<file path="config.mk">
export PLATFORM = sky130hd
export DESIGN_NAME = logic_unit_scheduler
export DESIGN_NICKNAME = d
export VERILOG_FILES = /design/src/rtl/logic_unit_scheduler_pkg.sv /design/src/rtl/logic_unit_scheduler_bit_unit.sv /design/src/rtl/logic_unit_scheduler.sv
export SDC_FILE = /design/constraint.sdc
export NUM_CORES = 1
export LEC_CHECK = 0
export CORE_ASPECT_RATIO = 1.2
export CORE_MARGIN = 2
export CORE_UTILIZATION = 40
export CTS_CLUSTER_DIAMETER = 120
export CTS_CLUSTER_SIZE = 40
export DETAILED_ROUTE_END_ITERATION = 10
export PLACE_DENSITY_LB_ADDON = 0.2
export SYNTH_ARGS = -nofsm -noshare
export SYNTH_HDL_FRONTEND = slang
export SYNTH_SLANG_ARGS = --single-unit
</file>
<file path="constraint.sdc">
create_clock -name clk -period 6 [get_ports clk]
set_clock_uncertainty 0.2 [all_clocks]
set_input_delay 0.6 -clock clk [delete_from_list [all_inputs] [get_ports clk]]
set_output_delay 0.6 -clock clk [all_outputs]
set_load 0.1 [all_outputs]
</file>
<file path="src/rtl/logic_unit_scheduler_pkg.sv">
// Shared types and constant helpers for the bit-serial logic unit scheduler.
package logic_sched_pkg;

    typedef enum logic [1:0] {
        OP_AND  = 2'b00,
        OP_OR   = 2'b01,
        OP_XOR  = 2'b10,
        OP_NAND = 2'b11
    } op_t;

    typedef enum logic [1:0] {
        IDLE = 2'b00,
        RUN  = 2'b01,
        DONE = 2'b10
    } state_t;

    // Ceiling log2, never below 1 so index vectors always have at least one bit.
    function automatic int clog2(input int v);
        int r;
        int x;
        r = 0;
        x = v - 1;
        while (x > 0) begin
            r = r + 1;
            x = x >> 1;
        end
        return (r < 1) ? 1 : r;
    endfunction

endpackage

</file>
<file path="src/rtl/logic_unit_scheduler_bit_unit.sv">
// Shared 1-bit logic gate: combinational AND/OR/XOR/NAND selected by op.
module logic_bit_unit
    import logic_sched_pkg::*;
(
    input  logic       a,
    input  logic       b,
    input  logic [1:0] op,
    output logic       y
);

    always_comb begin
        case (op_t'(op))
            OP_AND:  y = a & b;
            OP_OR:   y = a | b;
            OP_XOR:  y = a ^ b;
            OP_NAND: y = ~(a & b);
            default: y = a & b;
        endcase
    end

endmodule

</file>
<file path="src/rtl/logic_unit_scheduler.sv">
// Round-robin scheduler that time-shares one bit-serial logic gate among NREQ
// requesters, returning LSB-aligned results through a valid/ready port.
module logic_unit_scheduler
    import logic_sched_pkg::*;
#(
    parameter int NREQ  = 4,
    parameter int WIDTH = 8,
    localparam int IDW  = clog2(NREQ)
) (
    input  logic                  clk,
    input  logic                  rst_n,
    input  logic [NREQ-1:0]       req_valid,
    output logic [NREQ-1:0]       req_ready,
    input  logic [2*NREQ-1:0]     req_op,
    input  logic [WIDTH*NREQ-1:0] req_a,
    input  logic [WIDTH*NREQ-1:0] req_b,
    output logic                  res_valid,
    input  logic                  res_ready,
    output logic [IDW-1:0]        res_id,
    output logic [WIDTH-1:0]      res_data,
    output logic                  busy
);

    localparam int CW = clog2(WIDTH);

    state_t           state;
    state_t           state_nx;
    logic [IDW-1:0]   last;
    logic [IDW-1:0]   winner;
    logic [IDW-1:0]   idx;
    logic             found;
    logic             accept;
    logic [1:0]       sel_op;
    logic [WIDTH-1:0] sel_a;
    logic [WIDTH-1:0] sel_b;
    logic [WIDTH-1:0] a_q;
    logic [WIDTH-1:0] b_q;
    op_t              op_q;
    logic [CW-1:0]    cnt;
    logic             gate_y;

    // Walk the ring from the far end back to last+1 so the nearest valid
    // requester after the previous winner overrides every later candidate.
    always_comb begin
        found  = 1'b0;
        winner = '0;
        idx    = '0;
        for (int k = NREQ; k >= 1; k--) begin
            idx = IDW'((int'(last) + k) % NREQ);
            if (req_valid[idx]) begin
                winner = idx;
                found  = 1'b1;
            end
        end
    end

    always_comb begin
        sel_op = '0;
        sel_a  = '0;
        sel_b  = '0;
        for (int i = 0; i < NREQ; i++) begin
            if (winner == IDW'(i)) begin
                sel_op = req_op[2*i +: 2];
                sel_a  = req_a[WIDTH*i +: WIDTH];
                sel_b  = req_b[WIDTH*i +: WIDTH];
            end
        end
    end

    assign accept    = (state == IDLE) && found;
    assign req_ready = accept ? (NREQ'(1) << winner) : '0;
    assign res_valid = (state == DONE);
    assign busy      = (state != IDLE);

    always_ff @(posedge clk or negedge rst_n) begin
        if (!rst_n) begin
            state <= IDLE;
        end else begin
            state <= state_nx;
        end
    end

    always_comb begin
        state_nx = state;
        case (state)
            IDLE:    if (found) state_nx = RUN;
            RUN:     if (cnt == CW'(WIDTH - 1)) state_nx = DONE;
            DONE:    if (res_ready) state_nx = IDLE;
            default: state_nx = IDLE;
        endcase
    end

    always_ff @(posedge clk or negedge rst_n) begin
        if (!rst_n) begin
            last     <= IDW'(NREQ - 1);
            cnt      <= '0;
            res_id   <= '0;
            res_data <= '0;
        end else if (accept) begin
            last   <= winner;
            res_id <= winner;
            cnt    <= '0;
        end else if (state == RUN) begin
            cnt      <= cnt + 1'b1;
            res_data <= {gate_y, res_data[WIDTH-1:1]};
        end
    end

    // Operand latches only matter while RUN, so they carry no reset.
    always_ff @(posedge clk) begin
        if (accept) begin
            a_q  <= sel_a;
            b_q  <= sel_b;
            op_q <= op_t'(sel_op);
        end
    end

    logic_bit_unit u_gate (
        .a  (a_q[cnt]),
        .b  (b_q[cnt]),
        .op (op_q),
        .y  (gate_y)
    );

endmodule

</file>
==> results.txt, run 1 <==
----------------------------------------------------
[Run status]
  Result of the run ... finished, final reports clean

[Critical path]
  Crit. Startpoint ... req_valid[3]
  Terminus of the critical flop-to-flop path ... op_q[1]
  R2R setup slack ... 3570 ps
  Maximum fanout along the worst path ... 41
  Setup crit end kind ... output pin
  Required time of the critical path ... 5200 ps
  Logic depth of the worst register-to-register path ... 4
  Critical R2R Launch ... last[0]
  Endpoint arrival time on the critical path ... 3680 ps
  Worst setup path category ... in2out
  Kind of start point of the critical path ... input port

[Timing]
  Actual slew at the worst max-slew pin ... 1150 ps
  Top achievable clock speed ... 0.223 GHz
  Worst relative slew slack ... 23.5%
  Number of hold violations in the final report ... 0
  Max Slew Vio Count ... 0
  Post-route setup TNS ... 0 ps
  Final setup vio count ... 0
  RSZ-0062 raised after global routing ... no
  Final critical delay including setup and external delays ... 4480 ps
  Part of the cycle the worst path needs ... 74.7%

[Drt]
  Post-route ant nets ... 0
  DRC violation count after routing ... 0
  Average detailed-routed wire length per instance ... 13.1 um
  Total number of vias ... 1912
  Final WL ... 4870 um
  Number of optimization iterations in the first detailed-route pass ... 4
  Drt initial violations ... 62
  Via/cell ratio ... 5.15

[Clock network]
  TritonCTS buffer count ... 5
  Clock-pin slew on the worst setup and hold paths ... 70 ps
  Clock latency reported for the late side of the worst-skew pair ... 280 ps
  Clk sinks ... 35
  Number of buffers between clock root and the deepest sink ... 2
  # resized after CTS ... 0
  CTS H-tree lvls ... 2
  Clock tree from TritonCTS ... built
  Number of setup buffers added after CTS ... 0
  Cell at the root of the clock tree ... clkbuf_8
  Post-CTS Hold Buffers ... 0

[Floorplan]
  Number of top-level design ports ... 95
  Starting density of the core ... 41.5%
  Full die area ... 5720 um^2
  Placeable core region ... 4940 um^2
  Floorplan die width ... 69.4 um
  Vertical die dimension ... 82.4 um
  Core Rows ... 28

[Logic synthesis]
  Synth Warn # ... 0
  Post-synth cell types ... 32
  Share of cell area taken by muxes after synthesis ... 5.37%
  Top-area cell type share of the netlist area ... 26.4%
  Synth Register Bits ... 35
  Main combinational cell family by area after synthesis ... simple AND/OR/NAND/NOR gates
  Mapped Area ... 2050 um^2
  Post-synthesis share of cell area spent on xor and xnor gates ... 0%
  Cell taking the most area after synthesis ... edfxtp_1
  Post-Synth Simple-Gate Area ... 21.6%
  Post-synthesis average cell area ... 9.20 um^2
  Share of the yosys chip area belonging to registers ... 47.2%
  Cells after Synth ... 223
  Synthesized netlist net count ... 306
  Post-synthesis adder-cell area fraction ... 2.44%
  Leading post-synthesis cells by cell area ... edfxtp_1, dfrtp_1, nand2_1
  Synth Area in Compound Gates ... 18.0%

[Power]
  Sum of internal, switching and leakage power ... 1.59 mW
  Worst ir drop on vdd ... 0.281 mV
  Power Dens Cells ... 520 nW/um^2
  Leakage power summed over all cells ... 1.22 nW

[Placement]
  Cell Area, Placed ... 2980 um^2
  Placer congestion estimate ... 0.769
  Number of port buffers ... 94
  Dpl cells ... 363
  Final HPWL DP ... 3890 um

[Final layout]
  Most used cells in the layout excluding fill and tap cells ... clkdlybuf4s50_1, nand2_1, a21oi_1
  Layout Utilization ... 62.0%
  Number of standard cells in the layout, taps in and fillers out ... 371
  Area grow syn2layout ... 49.4%
  Final net count ... 393
  Number of antenna cells inserted ... 0
  Most common library cell in the layout ignoring fill and taps ... clkdlybuf4s50_1
  Final design area excluding fillers ... 3060 um^2
  Fraction of final layout cells sized beyond drive strength 1 ... 5.79%
  Fillers ... 420

[GRT]
  Antenna violations before repair ... 0
  Wire length of the first global-routing pass ... 7800 um
  Via count of the first global-routing pass ... 1770
  Maximum number of pins on one net before global-route repair ... 42
  Tot GR Track Use ... 17.0%
  Total grt overflow ... 0

[Hold path]
  Hold EP ... res_data[0]
  Worst hold path stage count ... 2
  Startpoint of the lowest-slack hold path ... res_data[0]
  Class of the tightest hold or removal check ... reg2reg

[Run]
  Max_cap viols ... 0

----------------------------------------------------
==> power breakdown <==
part / leakage, nW / switching, mW / internal, mW / total [mW]
logic: 0.809 / 0.640 / 0.332 / 0.972
clock network: 0.0403 / 0.0762 / 0.0790 / 0.155
registers: 0.368 / 0.0724 / 0.394 / 0.467
total: 1.22 / 0.789 / 0.805 / 1.59
==> routing by layer <==
metal  share of wire, %  GRT usage [%]  routed length, um
met1                 42           20.4               2040
met2                 51           30.8               2500
met3                5.5           2.91                269
met4                1.1           6.47                 56
met5                  0              0                  0
==> flip-flops by register name (all words and copies together) (netlist names) <==
register,flops
a_q,8
b_q,8
cnt,3
last,2
op_q,2
res_data,8
res_id,2
state,2
==> synth_stat cells, drive strengths merged <==
library cell	instances
nor3	3
nor2	6
a31oi	1
edfxtp	18
a21oi	22
a21o	4
nand2	78
o21bai	1
o21ai	6
nor2b	5
or4	1
dfrtp	15
a22o	2
ha	4
a32oi	18
nand2b	6
or2	1
buf	11
and3	3
nand3	1
dfstp	2
clkbuf	5
mux2i	2
mux4	4
inv	3
o22ai	1
==> worst max path at each step <==
stage	to	depth (start not counted)
CTS	req_ready[1]	6
global route	req_ready[1]	6
floorplan	req_ready[3]	6
global placement	req_ready[0]	6
finish	req_ready[1]	6
detailed placement	req_ready[1]	6
==> logic make-up after synthesis <==
kind of cell	after synthesis
muxes	6
DFF	35
adders and majority gates	4
and+or+nand+nor	104
AOI/OAI and AO/OA	55
buffers and inverters	19
==> critical path, stage by stage <==
cell,delay (ps)
clkdlybuf4s50_1,470
nor2b_1,180
nor2_1,110
a21o_1,890
and3_1,300
clkdlybuf4s50_1,1130
==> cell type report <==
| class | count | area [um^2] | share of cell area [%] |
|---|---|---|---|
| clock inverters | 2 | 7.51 | 0.245 |
| repair buffers | 96 | 956 | 31.2 |
| clock buffers | 6 | 72.6 | 2.37 |
| multi-input cells | 169 | 972 | 31.7 |
| inverters | 3 | 11.3 | 0.368 |
| well taps | 60 | 75.1 | 2.45 |
| flip-flops and latches | 35 | 968 | 31.6 |
==> per-stage QoR <==
stage                     hold slack (ps)  setup WS [ps]
after floorplan                       104           1800
after global placement                258           1580
after detailed placement              262           1540
after CTS                             280           1540
after global routing                  300           1350
final                                 275           1520
No activity file was read; power rests on OpenSTA's default activity.
==> run 2, diff against run 1 <==
CORE_UTILIZATION = 37   (was 40)
clock period = 4.1 ns   (was 6 ns; I/O delays follow)
==> run 2 against run 1 <==
Wire length is 1.6% higher. Cell count grew 0.81%. Count of clock-buffer cells in the layout up 1. Worst hold slack better by 2.2 ps. Critical endpoint is now req_ready[0]. First-iteration DRC count is 39% lower. Non-clock buffer count is 1 higher. Utilization decreased by 3.7 points. Die area grew 7.7%. Combinational power increased by 48%. Via count rose by 0.26%. Clock power is 61% higher.
==> results.txt, run 2 (synthesis results as in run 1) <==
----------------------------------------------------
[Power]
  Leakage power summed over all cells ... 1.24 nW (+2.2%)
  Sum of internal, switching and leakage power ... 2.37 mW (+49%)
  Power Dens Cells ... 762 nW/um^2 (+47%)
  Worst ir drop on vdd ... 0.271 mV (-3.3%)

[Timing]
  Post-route setup TNS ... 0 ps (unchanged)
  Actual slew at the worst max-slew pin ... 987 ps (-161 ps)
  Number of hold violations in the final report ... 0 (unchanged)
  RSZ-0062 raised after global routing ... no
  Top achievable clock speed ... 0.335 GHz
  Final critical delay including setup and external delays ... 2980 ps
  Worst relative slew slack ... 34.0% (+10 points)
  Part of the cycle the worst path needs ... 72.7%
  Final setup vio count ... 0 (unchanged)
  Max Slew Vio Count ... 0 (unchanged)

[Floorplan]
  Core Rows ... 29 (+3.6%)
  Number of top-level design ports ... 95 (unchanged)
  Placeable core region ... 5330 um^2 (+8.0%)
  Starting density of the core ... 38.4% (-3.1 points)
  Floorplan die width ... 72.0 um (+3.7%)
  Full die area ... 6160 um^2 (+7.7%)
  Vertical die dimension ... 85.6 um (+3.8%)

[Critical path]
  Worst setup path category ... in2out
  CP most frequent cell ... and3_1
  Setup crit end kind ... output pin
  CP peak stage delay ... 470 ps (-660 ps)
  Cell chain of the critical path ... clkdlybuf4s50_1, nor2b_1, o21ai_1, and3_1, buf_4, and3_1, buf_12
  Logic depth of the worst register-to-register path ... 7 (+3)
  Endpoint arrival time on the critical path ... 2370 ps (-1310 ps)
  Worst path slowest cell ... clkdlybuf4s50_1
  Maximum fanout along the worst path ... 33 (-20%)
  Required time of the critical path ... 3490 ps (-1710 ps)
  Kind of start point of the critical path ... input port

[Run]
  Max_cap viols ... 0 (unchanged)

[Final layout]
  Area occupied by multi-input gates ... 972 um^2 (unchanged)
  Registers with the most flip-flops ... a_q: 8 flops, b_q: 8 flops, res_data: 8 flops
  Area grow syn2layout ... 51.7%
  Final design area excluding fillers ... 3110 um^2 (+1.6%)
  Most used cells in the layout excluding fill and tap cells ... clkdlybuf4s50_1, nand2_1, a21oi_1
  Fraction of final layout cells sized beyond drive strength 1 ... 7.69% (+1.9 points)
  Number of antenna cells inserted ... 0 (unchanged)
  Final net count ... 394 (+0.25%)
  Footprint of the flip-flops and latches ... 968 um^2 (unchanged)
  Fillers ... 466 (+11%)
  Most common library cell in the layout ignoring fill and taps ... clkdlybuf4s50_1

[GRT]
  Maximum number of pins on one net before global-route repair ... 34 (-19%)
  Antenna violations before repair ... 0 (unchanged)
  Wire length of the first global-routing pass ... 8090 um (+3.6%)
  Tot GR Track Use ... 16.5% (-0.43 points)
  Total grt overflow ... 0 (unchanged)
  Via count of the first global-routing pass ... 1894 (+7.0%)

[Clock network]
  # resized after CTS ... 0 (unchanged)
  Clk sinks ... 35 (unchanged)
  Number of setup buffers added after CTS ... 0 (unchanged)
  Clock tree from TritonCTS ... built
  CTS H-tree lvls ... 2 (unchanged)
  Clock-pin slew on the worst setup and hold paths ... 60 ps (about the same)
  Cell at the root of the clock tree ... clkbuf_8
  Clock latency reported for the late side of the worst-skew pair ... 280 ps (about the same)
  Post-CTS Hold Buffers ... 0 (unchanged)
  Number of buffers between clock root and the deepest sink ... 2 (unchanged)
  TritonCTS buffer count ... 5 (unchanged)

[Placement]
  Cell Area, Placed ... 3020 um^2 (+1.3%)
  Final HPWL DP ... 3870 um (-0.46%)
  Number of port buffers ... 94 (unchanged)
  Placer congestion estimate ... 0.749 (-2.7%)

[Drt]
  Post-route ant nets ... 0 (unchanged)
  Total number of vias ... 1917 (+0.26%)
  Number of optimization iterations in the first detailed-route pass ... 4 (unchanged)
  DRC violation count after routing ... 0 (unchanged)
  Average detailed-routed wire length per instance ... 13.2 um (+0.74%)
  Final WL ... 4950 um (+1.6%)
  Via/cell ratio ... 5.13 (-0.54%)
  Drt initial violations ... 38 (-39%)

[Hold path]
  Class of the tightest hold or removal check ... reg2reg
  Worst hold path stage count ... 2 (unchanged)

[Run status]
  Result of the run ... finished, final reports clean

----------------------------------------------------
## run 2: cell types whose count changed in the layout (fill, tap and decap cells not counted)
cell and change:
buf_12 +3, buf_4 +2, clkinv_1 -1, clkbuf_8 +1, clkdlybuf4s50_1 -4
## run 2: layout make-up
class | instances | share of cell area, %
clock inverters | 1 | 0.121
clock buffers | 7 | 2.78
flip-flops and latches | 35 | 31.1
multi-input cells | 169 | 31.3
well taps | 62 | 2.49
repair buffers | 97 | 31.9
inverters | 3 | 0.362
## run 2: worst max-delay path, delay by kind of cell
family                 cells  cell delay [ps]
buffers and inverters      3             1020
and+or+nand+nor            3              780
AOI/OAI and AO/OA          1              160
## run 2: worst paths after layout
| path | from | end | slack [ps] |
|---|---|---|---|
| setup reg to reg | cnt[0] | res_data[7] | 1710 |
| setup / recovery | req_valid[3] | req_ready[0] | 1120 |
| min in group asynchronous | rst_n | res_data[4] | 370 |
| max in group asynchronous | rst_n | res_id[1] | 2850 |
| hold reg to reg | res_data[0] | res_data[0] | 280 |
| hold / removal | res_data[0] | res_data[0] | 280 |
## run 2: per-stage QoR
| step | hold slack (ps) | utilization (%) | setup slack, ps | cells |
|---|---|---|---|---|
| 3_3_place_gp | 257 | 56.6 | 1160 | 366 |
| 3_5_place_dp | 270 | 56.6 | 1130 | 366 |
| 5_1_grt | 311 | 58.3 | 1010 | 374 |
| 4_1_cts | 286 | 58.3 | 1140 | 374 |
| 2_1_floorplan | -85.6 | - | 197 | 223 |
| 6_report | 277 | 58.3 | 1120 | 374 |
## run 2: routing by layer
| layer | part of all wire [%] | GRT usage, % | up-vias |
|---|---|---|---|
| met2 | 51 | 29.9 | 67 |
| met5 | 0 | 0 | - |
| met1 | 43 | 19.8 | 878 |
| li1 | - | - | 967 |
| met3 | 3.9 | 1.41 | 5 |
| met4 | 1.6 | 7.20 | 0 |
## run 2: report_power, final
group	internal [mW]	switching [mW]	total [mW]	leakage [nW]
Sequential	0.576	0.105	0.681	0.368
Clock	0.134	0.115	0.249	0.0459
Combinational	0.498	0.943	1.44	0.831
Total	1.21	1.16	2.37	1.24
==> run 3, diff against run 2 <==
clock period = 2.7 ns   (was 4.1 ns; I/O delays follow)
==> run 3 against run 2 <==
Sequential share of layout area shrank 0.66 points. Utilization grew 1.3 points. Register-to-register slack lost 1400 ps. Non-clock buffer count grew 1. First-iteration DRC count grew to 2.7 times the previous value. Sequential cell count is the same. Total power grew 59%. Worst setup slack lost 870 ps. Design area grew 2.2%.
==> results.txt, run 3 (synthesis results as in run 1) <==
----------------------------------------------------
[Run status]
  Result of the run ... finished, final reports clean

[Floorplan]
  Placeable core region ... 5330 um^2 (unchanged)
  Number of top-level design ports ... 95 (unchanged)
  Vertical die dimension ... 85.6 um (unchanged)
  Full die area ... 6160 um^2 (unchanged)
  Starting density of the core ... 38.4% (unchanged)
  Core Rows ... 29 (unchanged)
  Floorplan die width ... 72.0 um (unchanged)

[Critical path]
  Kind of start point of the critical path ... input port
  Setup crit end kind ... output pin
  R2R setup slack ... 350 ps (-1360 ps)
  CP peak stage delay ... 480 ps (about the same)
  Logic depth of the worst register-to-register path ... 7 (unchanged)
  Maximum fanout along the worst path ... 9 (-73%)
  Worst path slowest cell ... clkdlybuf4s50_1
  Worst setup path category ... in2out
  Required time of the critical path ... 2230 ps (-1260 ps)
  Endpoint arrival time on the critical path ... 1990 ps (-380 ps)
  Cell chain of the critical path ... clkdlybuf4s50_1, nor2b_1, o21ai_1, and3_1, and3_2, buf_12

[Clock network]
  Number of buffers between clock root and the deepest sink ... 2 (unchanged)
  Clock-pin slew on the worst setup and hold paths ... 70 ps (about the same)
  Clk sinks ... 35 (unchanged)
  Number of setup buffers added after CTS ... 0 (unchanged)
  CTS H-tree lvls ... 2 (unchanged)
  Clock latency reported for the late side of the worst-skew pair ... 290 ps (about the same)
  Cell at the root of the clock tree ... clkbuf_8
  TritonCTS buffer count ... 5 (unchanged)
  # resized after CTS ... 0 (unchanged)
  Post-CTS Hold Buffers ... 0 (unchanged)
  Clock tree from TritonCTS ... built

[GRT]
  Total grt overflow ... 0 (unchanged)
  Wire length of the first global-routing pass ... 8410 um (+4.0%)
  Via count of the first global-routing pass ... 1847 (-2.5%)
  Maximum number of pins on one net before global-route repair ... 35 (+2.9%)
  Antenna violations before repair ... 0 (unchanged)
  Tot GR Track Use ... 17.5% (+0.92 points)

[Power]
  Comb pwr share ... 59.6% (-1.2 points)
  Net Switching ... 1.79 mW (+54%)
  Sequential cell fraction of total power ... 27.6% (-1.1 points)
  Share of power burned in the clock network ... 12.8% (+2.3 points)
  Cell internal pwr ... 1.97 mW (+63%)
  Sw Share ... 47.7% (-1.3 points)
  Leakage power summed over all cells ... 1.30 nW (+4.2%)
  Power Dens Cells ... 1180 nW/um^2 (+55%)
  Worst ir drop on vdd ... 0.447 mV (+65%)

[Drt]
  Via/cell ratio ... 5.12 (-0.16%)
  Average detailed-routed wire length per instance ... 13.5 um (+2.0%)
  Length of routed met2 wiring ... 2490 um (-2.2%)
  Wire length on met1 ... 2130 um (-0.23%)
  Total number of vias ... 1919 (+0.10%)
  Number of optimization iterations in the first detailed-route pass ... 4 (unchanged)
  Top layer reached by signal wires ... met4
  Routed length on met3 ... 355 um (+85%)
  Post-route ant nets ... 0 (unchanged)
  DRC violation count after routing ... 0 (unchanged)
  Final WL ... 5060 um (+2.3%)
  Drt initial violations ... 104 (+170%)

[Placement]
  Number of port buffers ... 94 (unchanged)
  Placer congestion estimate ... 0.734 (-1.9%)
  Final HPWL DP ... 4010 um (+3.5%)
  Worst slack at placement ... 227 ps (-906 ps)

[Timing]
  Post-Route Hold Slack ... 216 ps (-61.2 ps)
  RSZ-0062 raised after global routing ... no
  Final critical delay including setup and external delays ... 2460 ps
  Number of hold violations in the final report ... 0 (unchanged)
  Actual slew at the worst max-slew pin ... 736 ps (-251 ps)
  Final setup vio count ... 0 (unchanged)
  Final critical-path setup slack ... 244 ps (-873 ps)
  Max Slew Vio Count ... 0 (unchanged)
  Worst relative slew slack ... 50.8% (+17 points)
  Part of the cycle the worst path needs ... 90.9%
  Top achievable clock speed ... 0.407 GHz

[Final layout]
  Layout Utilization ... 59.6% (+1.3 points)
  Fraction of final layout cells sized beyond drive strength 1 ... 13.7% (+6.0 points)
  Final net count ... 395 (+0.25%)
  Area grow syn2layout ... 55.0%
  Most used cells in the layout excluding fill and tap cells ... nand2_1, clkdlybuf4s50_1, a21oi_1
  Number of antenna cells inserted ... 0 (unchanged)
  Registers with the most flip-flops ... a_q: 8 flops, b_q: 8 flops, res_data: 8 flops

[Run]
  Max_cap viols ... 0 (unchanged)

[Hold path]
  Class of the tightest hold or removal check ... in2async

----------------------------------------------------
==> run 3: changes by cell type in the layout (fill, tap and decap cells not counted) <==
| cell | delta |
|---|---|
| and3_2 | +2 |
| buf_4 | +9 |
| clkbuf_1 | -1 |
| clkinv_2 | +1 |
| and3_1 | -2 |
| buf_12 | +4 |
| nor3_2 | +2 |
| bufinv_16 | +1 |
| nor3_1 | -2 |
| clkinv_1 | -1 |
| clkdlybuf4s50_1 | -12 |
==> run 3: routing by layer <==
| layer | up-vias | track usage [%] |
|---|---|---|
| li1 | 970 | - |
| met1 | 876 | 21.5 |
| met2 | 67 | 29.1 |
| met3 | 6 | 5.05 |
| met4 | 0 | 6.17 |
| met5 | - | 0 |
==> run 3: path summary, 6_finish.rpt <==
kind	end	start
min in group clk	res_data[1]	res_data[2]
max	req_ready[0]	req_valid[3]
min	state[1]	rst_n
min reg2reg	res_data[1]	res_data[2]
max reg2reg	res_data[7]	cnt[0]
max in group asynchronous	res_data[3]	rst_n
==> run 3: stage by stage <==
| step | TNS (ps) | instance area, um^2 | total power, mW | instances |
|---|---|---|---|---|
| after floorplan | -422 | 2060 | 2.75 | 223 |
| after CTS | 0 | 3180 | 3.80 | 375 |
| final | 0 | 3180 | 3.76 | 375 |
| after global routing | 0 | 3180 | 4.02 | 375 |
| after global placement | 0 | 3060 | 3.26 | 367 |
| after detailed placement | 0 | 3060 | 3.31 | 367 |
==> run 3: area by class of cell <==
type	count	area, um^2
multi-input combinational	169	985
tap	62	77.6
fill	483	2160
clock buffer	6	82.6
inverter	3	11.3
sequential	35	968
timing repair buffer	98	1020
clock inverter	2	35.0
==> run 3: worst max-delay path, delay by kind of cell <==
family	cells	cell delay [ps]
AO/OA/AOI/OAI	1	160
AND/OR/NAND/NOR	3	900
buffers and inverters	2	660
==> run 3: power groups by stage <==
stage,combinational [mW],sequential [mW],clock [mW]
2_1_floorplan,1.24,1.50,0
3_3_place_gp,2.22,1.05,0
3_5_place_dp,2.26,1.05,0
4_1_cts,2.26,1.05,0.495
5_1_grt,2.43,1.08,0.516
6_report,2.24,1.04,0.483
